`src/rtl/alarm_pkg.sv`:
```
// Shared types and helpers for the alarm-clock adjust path.
// Contents: field widths and moduli for hours/minutes, the adjust FSM state
// type, and wrap_step(), a single up/down step with modular wrap.
package alarm_pkg;

  localparam int unsigned HOUR_W   = 5;
  localparam int unsigned MIN_W    = 6;
  localparam int unsigned HOUR_MOD = 24;
  localparam int unsigned MIN_MOD  = 60;

  typedef enum logic [1:0] {StIdle, StLoad, StEdit} adj_state_e;

  // One step with wrap. An out-of-range value (loaded unchanged from the
  // inputs) is pulled back into range by the first step in either direction.
  function automatic logic [MIN_W-1:0] wrap_step(input logic [MIN_W-1:0] value,
                                                  input logic [MIN_W-1:0] modulus,
                                                  input logic             up);
    logic [MIN_W-1:0] res;
    if (up) begin
      res = (value >= modulus - MIN_W'(1)) ? '0 : value + MIN_W'(1);
    end else begin
      res = (value == '0 || value >= modulus) ? modulus - MIN_W'(1) : value - MIN_W'(1);
    end
    return res;
  endfunction

endpackage

```
`src/rtl/btn_repeat.sv`:
```
// Edge detect plus hold/auto-repeat for one debounced button.
// Ports:
//   clk, reset : clock, asynchronous active-high reset
//   btn        : debounced button level
//   clear      : suppress stepping and drop the repeat timer
//   rise       : combinational rising-edge indication
//   step       : one-cycle step pulse (edge, then HOLD_CYCLES, then every REPEAT_CYCLES)
module btn_repeat #(
  parameter int unsigned HOLD_CYCLES   = 50_000_000,
  parameter int unsigned REPEAT_CYCLES = 10_000_000
) (
  input  logic clk,
  input  logic reset,
  input  logic btn,
  input  logic clear,
  output logic rise,
  output logic step
);

  logic        btn_q;
  logic        armed_q;      // timer runs only after an accepted edge step
  logic        repeating_q;  // past the initial hold period
  logic [31:0] cnt_q;        // cycles since the last step
  logic [31:0] limit;

  assign rise  = btn & ~btn_q;
  assign limit = repeating_q ? 32'(REPEAT_CYCLES) : 32'(HOLD_CYCLES);
  assign step  = ~clear & btn & (rise | (armed_q & (cnt_q == limit)));

  always_ff @(posedge clk or posedge reset) begin
    if (reset) begin
      btn_q       <= 1'b0;
      armed_q     <= 1'b0;
      repeating_q <= 1'b0;
      cnt_q       <= '0;
    end else begin
      btn_q <= btn;
      if (clear || !btn) begin
        armed_q     <= 1'b0;
        repeating_q <= 1'b0;
        cnt_q       <= '0;
      end else if (step) begin
        armed_q     <= 1'b1;
        repeating_q <= ~rise;
        cnt_q       <= 32'd1;
      end else if (armed_q) begin
        cnt_q <= cnt_q + 32'd1;
      end
    end
  end

endmodule

```
`src/rtl/multi_alarm_adjust.sv`:
```
// User-adjust controller for clock time and NUM_ALARMS alarm times.
// Ports:
//   clk, reset                  : clock, asynchronous active-high reset
//   enable                      : adjust mode request (level)
//   btn_center/left/right/up/down : debounced button levels
//   in_time_*, in_alarm_*       : current values (alarm k at [W*k +: W])
//   time_*_out, alarm_*_out     : held/edited values, same packing
//   sel_tens, sel_units         : BCD digits of the selected field
//   field_led                   : one-hot selected field while editing
//   adjusted                    : bit 0 time differs from input, bit k+1 alarm k
//   editing                     : high while in edit
module multi_alarm_adjust
  import alarm_pkg::*;
#(
  parameter int unsigned NUM_ALARMS     = 2,
  parameter int unsigned HOLD_CYCLES    = 50_000_000,
  parameter int unsigned REPEAT_CYCLES  = 10_000_000,
  parameter int unsigned TIMEOUT_CYCLES = 500_000_000
) (
  input  logic                           clk,
  input  logic                           reset,
  input  logic                           enable,
  input  logic                           btn_center,
  input  logic                           btn_left,
  input  logic                           btn_right,
  input  logic                           btn_up,
  input  logic                           btn_down,
  input  logic [HOUR_W-1:0]              in_time_hours,
  input  logic [MIN_W-1:0]               in_time_minutes,
  input  logic [HOUR_W*NUM_ALARMS-1:0]   in_alarm_hours,
  input  logic [MIN_W*NUM_ALARMS-1:0]    in_alarm_minutes,
  output logic [HOUR_W-1:0]              time_hours_out,
  output logic [MIN_W-1:0]               time_minutes_out,
  output logic [HOUR_W*NUM_ALARMS-1:0]   alarm_hours_out,
  output logic [MIN_W*NUM_ALARMS-1:0]    alarm_minutes_out,
  output logic [2:0]                     sel_tens,
  output logic [3:0]                     sel_units,
  output logic [2*(NUM_ALARMS+1)-1:0]    field_led,
  output logic [NUM_ALARMS:0]            adjusted,
  output logic                           editing
);

  localparam int unsigned NUM_FIELDS = 2 * (NUM_ALARMS + 1);
  localparam logic [3:0]  FIELD_MAX  = 4'(NUM_FIELDS - 1);

  adj_state_e        state_q;
  logic [3:0]        field_q;
  logic [HOUR_W-1:0] time_h_q;
  logic [MIN_W-1:0]  time_m_q;
  logic [HOUR_W-1:0] alarm_h_q [NUM_ALARMS];
  logic [MIN_W-1:0]  alarm_m_q [NUM_ALARMS];
  logic [31:0]       idle_cnt_q;
  logic              center_q, left_q, right_q;

  logic center_rise, left_rise, right_rise, up_rise, down_rise, any_rise;
  logic up_step, down_step, rep_clear;
  logic [MIN_W-1:0] sel_val, sel_mod, stepped;

  assign center_rise = btn_center & ~center_q;
  assign left_rise   = btn_left & ~left_q;
  assign right_rise  = btn_right & ~right_q;
  assign any_rise    = center_rise | left_rise | right_rise | up_rise | down_rise;

  // Both up and down held cancel each other and drop both repeat timers.
  assign rep_clear = (btn_up & btn_down) | (state_q != StEdit);

  btn_repeat #(
    .HOLD_CYCLES  (HOLD_CYCLES),
    .REPEAT_CYCLES(REPEAT_CYCLES)
  ) u_up (
    .clk  (clk),
    .reset(reset),
    .btn  (btn_up),
    .clear(rep_clear),
    .rise (up_rise),
    .step (up_step)
  );

  btn_repeat #(
    .HOLD_CYCLES  (HOLD_CYCLES),
    .REPEAT_CYCLES(REPEAT_CYCLES)
  ) u_down (
    .clk  (clk),
    .reset(reset),
    .btn  (btn_down),
    .clear(rep_clear),
    .rise (down_rise),
    .step (down_step)
  );

  // Selected field value; even fields are hours, odd fields are minutes.
  always_comb begin
    sel_val = '0;
    if (field_q == 4'd0) sel_val = MIN_W'(time_h_q);
    if (field_q == 4'd1) sel_val = time_m_q;
    for (int k = 0; k < NUM_ALARMS; k++) begin
      if (field_q == 4'(2 + 2 * k)) sel_val = MIN_W'(alarm_h_q[k]);
      if (field_q == 4'(3 + 2 * k)) sel_val = alarm_m_q[k];
    end
    sel_mod = field_q[0] ? MIN_W'(MIN_MOD) : MIN_W'(HOUR_MOD);
    stepped = wrap_step(sel_val, sel_mod, up_step);
  end

  assign sel_tens  = 3'(sel_val / MIN_W'(10));
  assign sel_units = 4'(sel_val % MIN_W'(10));
  assign field_led = editing ? (NUM_FIELDS'(1) << field_q) : '0;

  assign time_hours_out   = time_h_q;
  assign time_minutes_out = time_m_q;
  for (genvar gk = 0; gk < NUM_ALARMS; gk++) begin : g_pack
    assign alarm_hours_out[HOUR_W*gk +: HOUR_W] = alarm_h_q[gk];
    assign alarm_minutes_out[MIN_W*gk +: MIN_W] = alarm_m_q[gk];
  end

  always_comb begin
    adjusted    = '0;
    adjusted[0] = (time_h_q != in_time_hours) | (time_m_q != in_time_minutes);
    for (int k = 0; k < NUM_ALARMS; k++) begin
      adjusted[k+1] = (alarm_h_q[k] != in_alarm_hours[HOUR_W*k +: HOUR_W]) |
                      (alarm_m_q[k] != in_alarm_minutes[MIN_W*k +: MIN_W]);
    end
  end

  always_ff @(posedge clk or posedge reset) begin
    if (reset) begin
      state_q    <= StIdle;
      field_q    <= '0;
      time_h_q   <= '0;
      time_m_q   <= '0;
      for (int k = 0; k < NUM_ALARMS; k++) begin
        alarm_h_q[k] <= '0;
        alarm_m_q[k] <= '0;
      end
      idle_cnt_q <= '0;
      center_q   <= 1'b0;
      left_q     <= 1'b0;
      right_q    <= 1'b0;
      editing    <= 1'b0;
    end else begin
      center_q <= btn_center;
      left_q   <= btn_left;
      right_q  <= btn_right;
      unique case (state_q)
        StIdle: begin
          if (enable) state_q <= StLoad;
        end
        StLoad: begin
          time_h_q <= in_time_hours;
          time_m_q <= in_time_minutes;
          for (int k = 0; k < NUM_ALARMS; k++) begin
            alarm_h_q[k] <= in_alarm_hours[HOUR_W*k +: HOUR_W];
            alarm_m_q[k] <= in_alarm_minutes[MIN_W*k +: MIN_W];
          end
          field_q    <= '0;
          idle_cnt_q <= '0;
          state_q    <= StEdit;
          editing    <= 1'b1;
        end
        StEdit: begin
          if (!enable) begin
            state_q <= StIdle;
            editing <= 1'b0;
          end else if (center_rise) begin
            state_q <= StLoad;
            editing <= 1'b0;
          end else begin
            if (any_rise) begin
              idle_cnt_q <= '0;
            end else if (idle_cnt_q == TIMEOUT_CYCLES - 1) begin
              state_q <= StIdle;
              editing <= 1'b0;
            end else begin
              idle_cnt_q <= idle_cnt_q + 32'd1;
            end
            if (right_rise) begin
              field_q <= (field_q == FIELD_MAX) ? 4'd0 : field_q + 4'd1;
            end else if (left_rise) begin
              field_q <= (field_q == 4'd0) ? FIELD_MAX : field_q - 4'd1;
            end else if (up_step || down_step) begin
              if (field_q == 4'd0) time_h_q <= stepped[HOUR_W-1:0];
              if (field_q == 4'd1) time_m_q <= stepped;
              for (int k = 0; k < NUM_ALARMS; k++) begin
                if (field_q == 4'(2 + 2 * k)) alarm_h_q[k] <= stepped[HOUR_W-1:0];
                if (field_q == 4'(3 + 2 * k)) alarm_m_q[k] <= stepped;
              end
            end
          end
        end
        default: state_q <= StIdle;
      endcase
    end
  end

endmodule

```
`config.mk`:
```
export PLATFORM = sky130hd
export DESIGN_NAME = multi_alarm_adjust
export DESIGN_NICKNAME = d
export VERILOG_FILES = /design/src/rtl/alarm_pkg.sv /design/src/rtl/btn_repeat.sv /design/src/rtl/multi_alarm_adjust.sv
export SDC_FILE = /design/constraint.sdc
export NUM_CORES = 1
export LEC_CHECK = 0
export CAP_MARGIN = 10
export CORE_UTILIZATION = 37
export DETAILED_ROUTE_END_ITERATION = 7
export DONT_BUFFER_PORTS = 1
export HOLD_SLACK_MARGIN = 0.12
export PLACE_DENSITY = 0.52
export SYNTH_ARGS = -nofsm -noshare
export SYNTH_HDL_FRONTEND = slang
export SYNTH_SLANG_ARGS = --single-unit
```
`constraint.sdc`:
```
create_clock -name clk -period 5.1 [get_ports clk]
set_input_delay 0.51 -clock clk [delete_from_list [all_inputs] [get_ports clk]]
set_output_delay 0.51 -clock clk [all_outputs]
set_load 0.02 [all_outputs]
```
Yosys cells after proc, flatten, opt, wreduce, memory -nomap -nowiden
Cells that the tools add are included.
W data, S select, Z words.
Storage, ports and cells
  bits in read-only memories: 0
  flip-flop bits (word level): 145
  output and inout port bits: 50
  RAM bits: 0
  latch bits: 0
  input bits: 41
  word-level logic and storage cells: 201
  memories: 0
Operators by class
  shift operators: 1
  divide/modulo/power cells: 2
  bitwise gates (word level): 30
  multiplexer cells: 80
  reductions and logical operators: 24
  $lt $le $gt $ge: 2
  equal/unequal tests: 33
  multipliers: 0
  $add $sub $neg: 8
Operators by type and width (number)
  $mux W32: 10
  $mux W6: 18
  $add A32 B1 Y32 const B: 3
  $eq A32 B32 Y1: 2
  $pmux W32 S2: 1
  $mux W12: 5
  $mux W26: 2
  $mux W10: 5
  $mux W5: 9
  $reduce_and A7 Y1: 6
  $eq A32 B29 Y1 const B: 1
  $ne A2 B2 Y1 const B: 13
  $mux W4: 6
  $pmux W12 S2: 1
  $pmux W10 S2: 1
  $ne A6 B6 Y1: 3
  $ne A5 B5 Y1: 3
  $and A1 B1 Y1: 12
  $ge A6 B6 Y1: 2
  $mux W1: 12
  $pmux W6 S2: 1
  $sub A6 B1 Y6 const B: 2
  $mux W2: 5
  $or A1 B1 Y1: 10
  27 further kinds: 47

Logic depth before layout (Yosys ltp)
Gate-level depths: netlist of the first run.
  depth in word-level cells: 18
  mapped depth: 17

By module
From an unflattened synthesis of the first run, not the netlist that was laid out.
Second synthesis, totals
  cell total of the unflattened synthesis: 1087
  area, all modules: 9644.2 sq um
By module, submodules not included
  multi_alarm_adjust: cells an instance 621, sequential area each 1876.8 sq um, area an instance 5220.0 sq um, times used 1
  btn_repeat: cells an instance 233, sequential area each 875.8 sq um, area an instance 2212.1 sq um, times used 2

Worst setup path after synthesis of the first run
No wires, ideal clock.
  path type: register to output
  from: register time_m_q[3] (netlist: time_minutes_out[3])
  to: output sel_units[1]
  data required time: 4.590 ns
  stages on the path, launching flop included: 15
  data arrival time: 3.456 ns
  slack: 1.134 ns
  path through: dfrtp_1 > nor2b_1 > o21ai_1 > o32ai_2 > a21o_1 > buf_4 > inv_4 > ha_1 > inv_1 > or3_1 > o32ai_2 > o32ai_4 > mux2i_1 > nand3_1 > xnor2_1
On the way
  word-level cells in the longest chain between the ends: 6
RTL lines
  start: declaration: RTL line multi_alarm_adjust.sv:49  | logic [MIN_W-1:0] time_m_q;
  start signal: assignment: RTL line multi_alarm_adjust.sv:149  | time_m_q <= in_time_minutes;
  start signal: assignment: RTL line multi_alarm_adjust.sv:181  | if (field_q == 4'd1) time_m_q <= stepped;
  $mux W6: RTL line multi_alarm_adjust.sv:95  | if (field_q == 4'd1) sel_val = time_m_q;
  $mux W6: RTL line multi_alarm_adjust.sv:97  | if (field_q == 4'(2 + 2 * k)) sel_val = MIN_W'(alarm_h_q[k]);
  $mux W6: RTL line multi_alarm_adjust.sv:98  | if (field_q == 4'(3 + 2 * k)) sel_val = alarm_m_q[k];
  $mux W6: RTL line multi_alarm_adjust.sv:97
  $mux W6: RTL line multi_alarm_adjust.sv:98
  $mod A6 B4 Y6: RTL line multi_alarm_adjust.sv:105  | assign sel_units = 4'(sel_val % MIN_W'(10));
  end: declaration: RTL line multi_alarm_adjust.sv:37  | output logic [3:0] sel_units,
No other way between the ends.

Final worst setup path of the first run
  from: register field_q[0]
  to: output sel_units[3]
On the way
  word-level cells in the longest chain between the ends: 8
  elaborated cells on any way between the ends: 13
RTL lines
  start: declaration: RTL line multi_alarm_adjust.sv:47  | logic [3:0] field_q;
  start signal: assignment: RTL line multi_alarm_adjust.sv:176  | field_q <= (field_q == FIELD_MAX) ? 4'd0 : field_q + 4'd1;
  start signal: assignment: RTL line multi_alarm_adjust.sv:178  | field_q <= (field_q == 4'd0) ? FIELD_MAX : field_q - 4'd1;
  $logic_not A4 Y1: RTL line multi_alarm_adjust.sv:94  | if (field_q == 4'd0) sel_val = MIN_W'(time_h_q);
  $mux W5: RTL line multi_alarm_adjust.sv:94
  $mux W6: RTL line multi_alarm_adjust.sv:95
  $mux W6: RTL line multi_alarm_adjust.sv:97
  $mux W6: RTL line multi_alarm_adjust.sv:98
  $mux W6: RTL line multi_alarm_adjust.sv:97
  $mux W6 (*): RTL line multi_alarm_adjust.sv:98
  $mod A6 B4 Y6 (*): RTL line multi_alarm_adjust.sv:105
Mark *: on every way between the ends. The rest lies on a longest branch, timed or not.

==> results of run 1 <==
-- worst max-delay path: cells and delay by family (launching register included) --
family / cells / cell delay, ps
buf+inv: 3 / 430
simple gates: 1 / 350
fa+ha+maj: 2 / 510
xor+xnor: 2 / 680
flops: 1 / 550
compound gates: 6 / 1370
-- worst max path at each step --
stage	startpoint	end	slack, ps	cells after the start
final	field_q[0]$_DFFE_PP0P_	sel_units[3]	250	14
after global routing	field_q[0]$_DFFE_PP0P_	sel_units[3]	0.9	14
after CTS	field_q[2]$_DFFE_PP0P_	sel_units[3]	180	13
after detailed placement	field_q[2]$_DFFE_PP0P_	sel_units[3]	640	13
after global placement	field_q[2]$_DFFE_PP0P_	sel_units[3]	730	13
after floorplan	reset	alarm_hours_out[0]$_DFFE_PP0P_	700	1
-- through the flow --
stage / power, mW / util
3_3_place_gp: 4.72 / 0.392
6_report: 6.03 / 0.419
5_1_grt: 6.46 / 0.419
4_1_cts: 6.06 / 0.419
3_5_place_dp: 4.74 / 0.392
2_1_floorplan: 3.99 / -
-- synthesized netlist by cell type (5+ instances only) --
library cell | n | share of area
ha_1 | 24 | 0.034
xor2_1 | 87 | 0.086
a21oi_2 | 5 | 0.0050
nor3_1 | 20 | 0.011
nor2b_1 | 10 | 0.0071
and4_1 | 8 | 0.0079
nor4_1 | 14 | 0.0099
or3_1 | 10 | 0.0071
nor4b_1 | 9 | 0.0089
nor2_1 | 153 | 0.065
inv_1 | 35 | 0.015
xnor2_1 | 37 | 0.037
clkbuf_1 | 17 | 0.0072
o31ai_1 | 9 | 0.0077
nand3_1 | 40 | 0.023
a31oi_1 | 32 | 0.023
nand4_1 | 28 | 0.020
a21oi_1 | 17 | 0.0096
dfrtp_1 | 145 | 0.41
and3_1 | 25 | 0.018
mux2i_1 | 10 | 0.011
buf_2 | 11 | 0.0062
nand2_1 | 94 | 0.040
a21o_1 | 5 | 0.0043
o21ai_1 | 11 | 0.0062
nand2b_1 | 10 | 0.0071
o21ai_0 | 36 | 0.020
o22ai_1 | 7 | 0.0050
-- cell type report --
| class | count | area [um^2] | area share |
|---|---|---|---|
| Multi-Input combinational cell | 769 | 4870 | 0.496 |
| Sequential cell | 145 | 3630 | 0.370 |
| Timing Repair Buffer | 20 | 163 | 0.0166 |
| Clock inverter | 10 | 134 | 0.0136 |
| Tap cell | 319 | 399 | 0.0407 |
| Inverter | 38 | 153 | 0.0156 |
| Clock buffer | 22 | 464 | 0.0473 |
-- power groups by stage --
stage	clock [mW]	sequential (mW)	combinational (mW)
4_1_cts	1.32	1.77	2.96
5_1_grt	1.39	1.80	3.28
3_5_place_dp	0	1.79	2.95
6_report	1.30	1.77	2.95
2_1_floorplan	0	1.66	2.33
3_3_place_gp	0	1.79	2.93
-- sequential cells by signal (all words and copies together), names as in the netlist, 2 cells and up --
register	flops
idle_cnt_q	32
u_down.cnt_q	32
u_up.cnt_q	32
alarm_minutes_out	12
alarm_hours_out	10
time_minutes_out	6
time_hours_out	5
field_q	4
state_q	2
-- layer usage --
layer / track usage / up-vias / part of all wire
li1: - / 3476 / -
met2: 0.302 / 147 / 0.46
met5: 0 / - / 0
met3: 0.0515 / 18 / 0.050
met4: 0.0472 / 0 / 0.012
met1: 0.261 / 3434 / 0.48
-- cells by family after synthesis --
group                    Yosys count
multiplexers                      10
buffers and inverters             74
AO/OA/AOI/OAI                    159
XOR/XNOR                         124
adder cells (fa/ha/maj)           24
AND/OR/NAND/NOR                  452
flip-flops                       145
-- timing repair --
item,CTS,global route
hold buffers,5,0
resized for setup,0,1
endpoints found under the hold margin,5,0
buffers inserted,0,0
setup endpoints to repair,0,1
==> metrics.cfg, run 1 <==
[clocking]
clk_pin_slew_ps=60
cts_sinks=145
htreeDepth=4
cts-root-buf=clkbuf_16
tritoncts=done
cts_buffers=17
clkLatencyLatePin_ps=430
clock_path_buffers=2

[power_and_ir_drop]
p_sw_frac=0.465
p_switching_mw=2.80
clkPwrFrac=0.216
p_per_area_nw_per_um2=614
vdd_drop_max_uv=486
p_comb_frac=0.490
p_leak_nw=3.94
p_seq_frac=0.294
power.internal_mw=3.22

[cells_and_area]
finalInstanceArea_um2=9810
nNetsFinal=1056
layout_commonest_cell=nor2_1
areaGrowthSynthToFinish_pct=11.2
n_fill_cell=2364
num_antenna_cells=0
stdcell_count=1323
most-common-layout-cells=153 x nor2_1, 144 x dfrtp_1, 94 x nand2_1
layout-drive-gt1-share=0.0737

[sta]
fin_crit_ps=4850
rsz0062_at_grt=false
worst_slew_pin_slew_ps=1090
fin_crit_sh=0.951
finalSetupViolCount=0
worst_slack_ps=250
maxSlewViolCount=0
hold_viol_final=0
timing.fmax_ghz=0.206
setup_tns_ps=0
relSlewSlack=0.270
hold_ws_ps=135
fin_worst_skew_ps=11.5

[worst_setup_path]
slowest_stage=dfrtp_1
path_cells=inv_1 -> o21ai_1 -> o32ai_2 -> a21o_1 -> inv_4 -> ha_1 -> inv_1 -> or3_1 -> o32ai_2 -> o32ai_4 -> xnor2_1 -> ha_1 -> a31oi_1 -> xnor2_1
reg2reg_from=field_q[0]$_DFFE_PP0P_
r2r_end=time_minutes_out[4]$_DFFE_PP0P_
cp-start-kind=flip-flop
rrSetupSlack_ps=1020
cpPeakStageDelay_ps=550
crit_type=flip-flop to output port
worst_ep_arrival_time_ps=4340
critPathRequiredTime_ps=4590
critPathMaxFanout=14
crit_path_end_kind=output port
reg2reg_depth=12

[placed_design]
port_buffers=0
dpl.cell_count=1286
dpl.hpwl_um=15700
gp_congestion=0.811
detailedPlace.worstSlack_ps=642
placed_area_um2=9170

[floorplanning]
die_y_um=156
ioPinCount=91
fp-row-count=56
start_util=0.377
die_w_um=156
core-area_um2=23400
die_area_um2=24500

[logic_synthesis]
synth_fp_nets=1053
yosysUniqueCellTypes=72
async_reset_ff_frac=1.00
synth_compound_area_frac=0.126
netlist_instances=988
synth-seq-cells=145
syn_area_per_cell_um2=8.93
yosys.area_share.xor_xnor=0.123
synthAdderAreaFrac=0.0340
synth_top_family_by_area=simple AND/OR/NAND/NOR gates
synthMuxAreaShare=0.0113
synth_seq_area_share=0.411
synth-main-ff-cell=dfrtp_1
yosysWarnings=0
synth_edf_count=0
syn_area_um2=8830
synthSimpleGateAreaFrac=0.257

[outcome]
outcome=complete, no violations

[drt]
antenna_left=0
drc=0
avgViaCountPerCell=5.35
dr_total_vias=7075
totalWireLength_um=22300
routedWlPerCell_um=16.9
drtIter0Drc=418
dr.pass1.iters=7

[global_route]
grt-ovfl-total=0
grt_start_max_net_pins=100
antenna_found_initial=0
grt_pass1_vias=6886
grtUsageTotal=0.192
grt_pass1_wl_um=36900

[min_path]
holdCritPathClass=input port to async pin

[flow_run]
maxCapViolCount=0

Note: power is estimated with default switching activity, not from simulation.
==> run 2, diff against run 1 <==
--- a/config.mk
+++ b/config.mk
@@ -7,6 +7,7 @@
 export LEC_CHECK = 0
 export CAP_MARGIN = 10
 export CORE_UTILIZATION = 37
+export CTS_CLUSTER_DIAMETER = 200
 export DETAILED_ROUTE_END_ITERATION = 7
 export DONT_BUFFER_PORTS = 1
 export HOLD_SLACK_MARGIN = 0.12
==> results of run 2 <==
Final layout, timing and power as in run 1 (identical DEF).
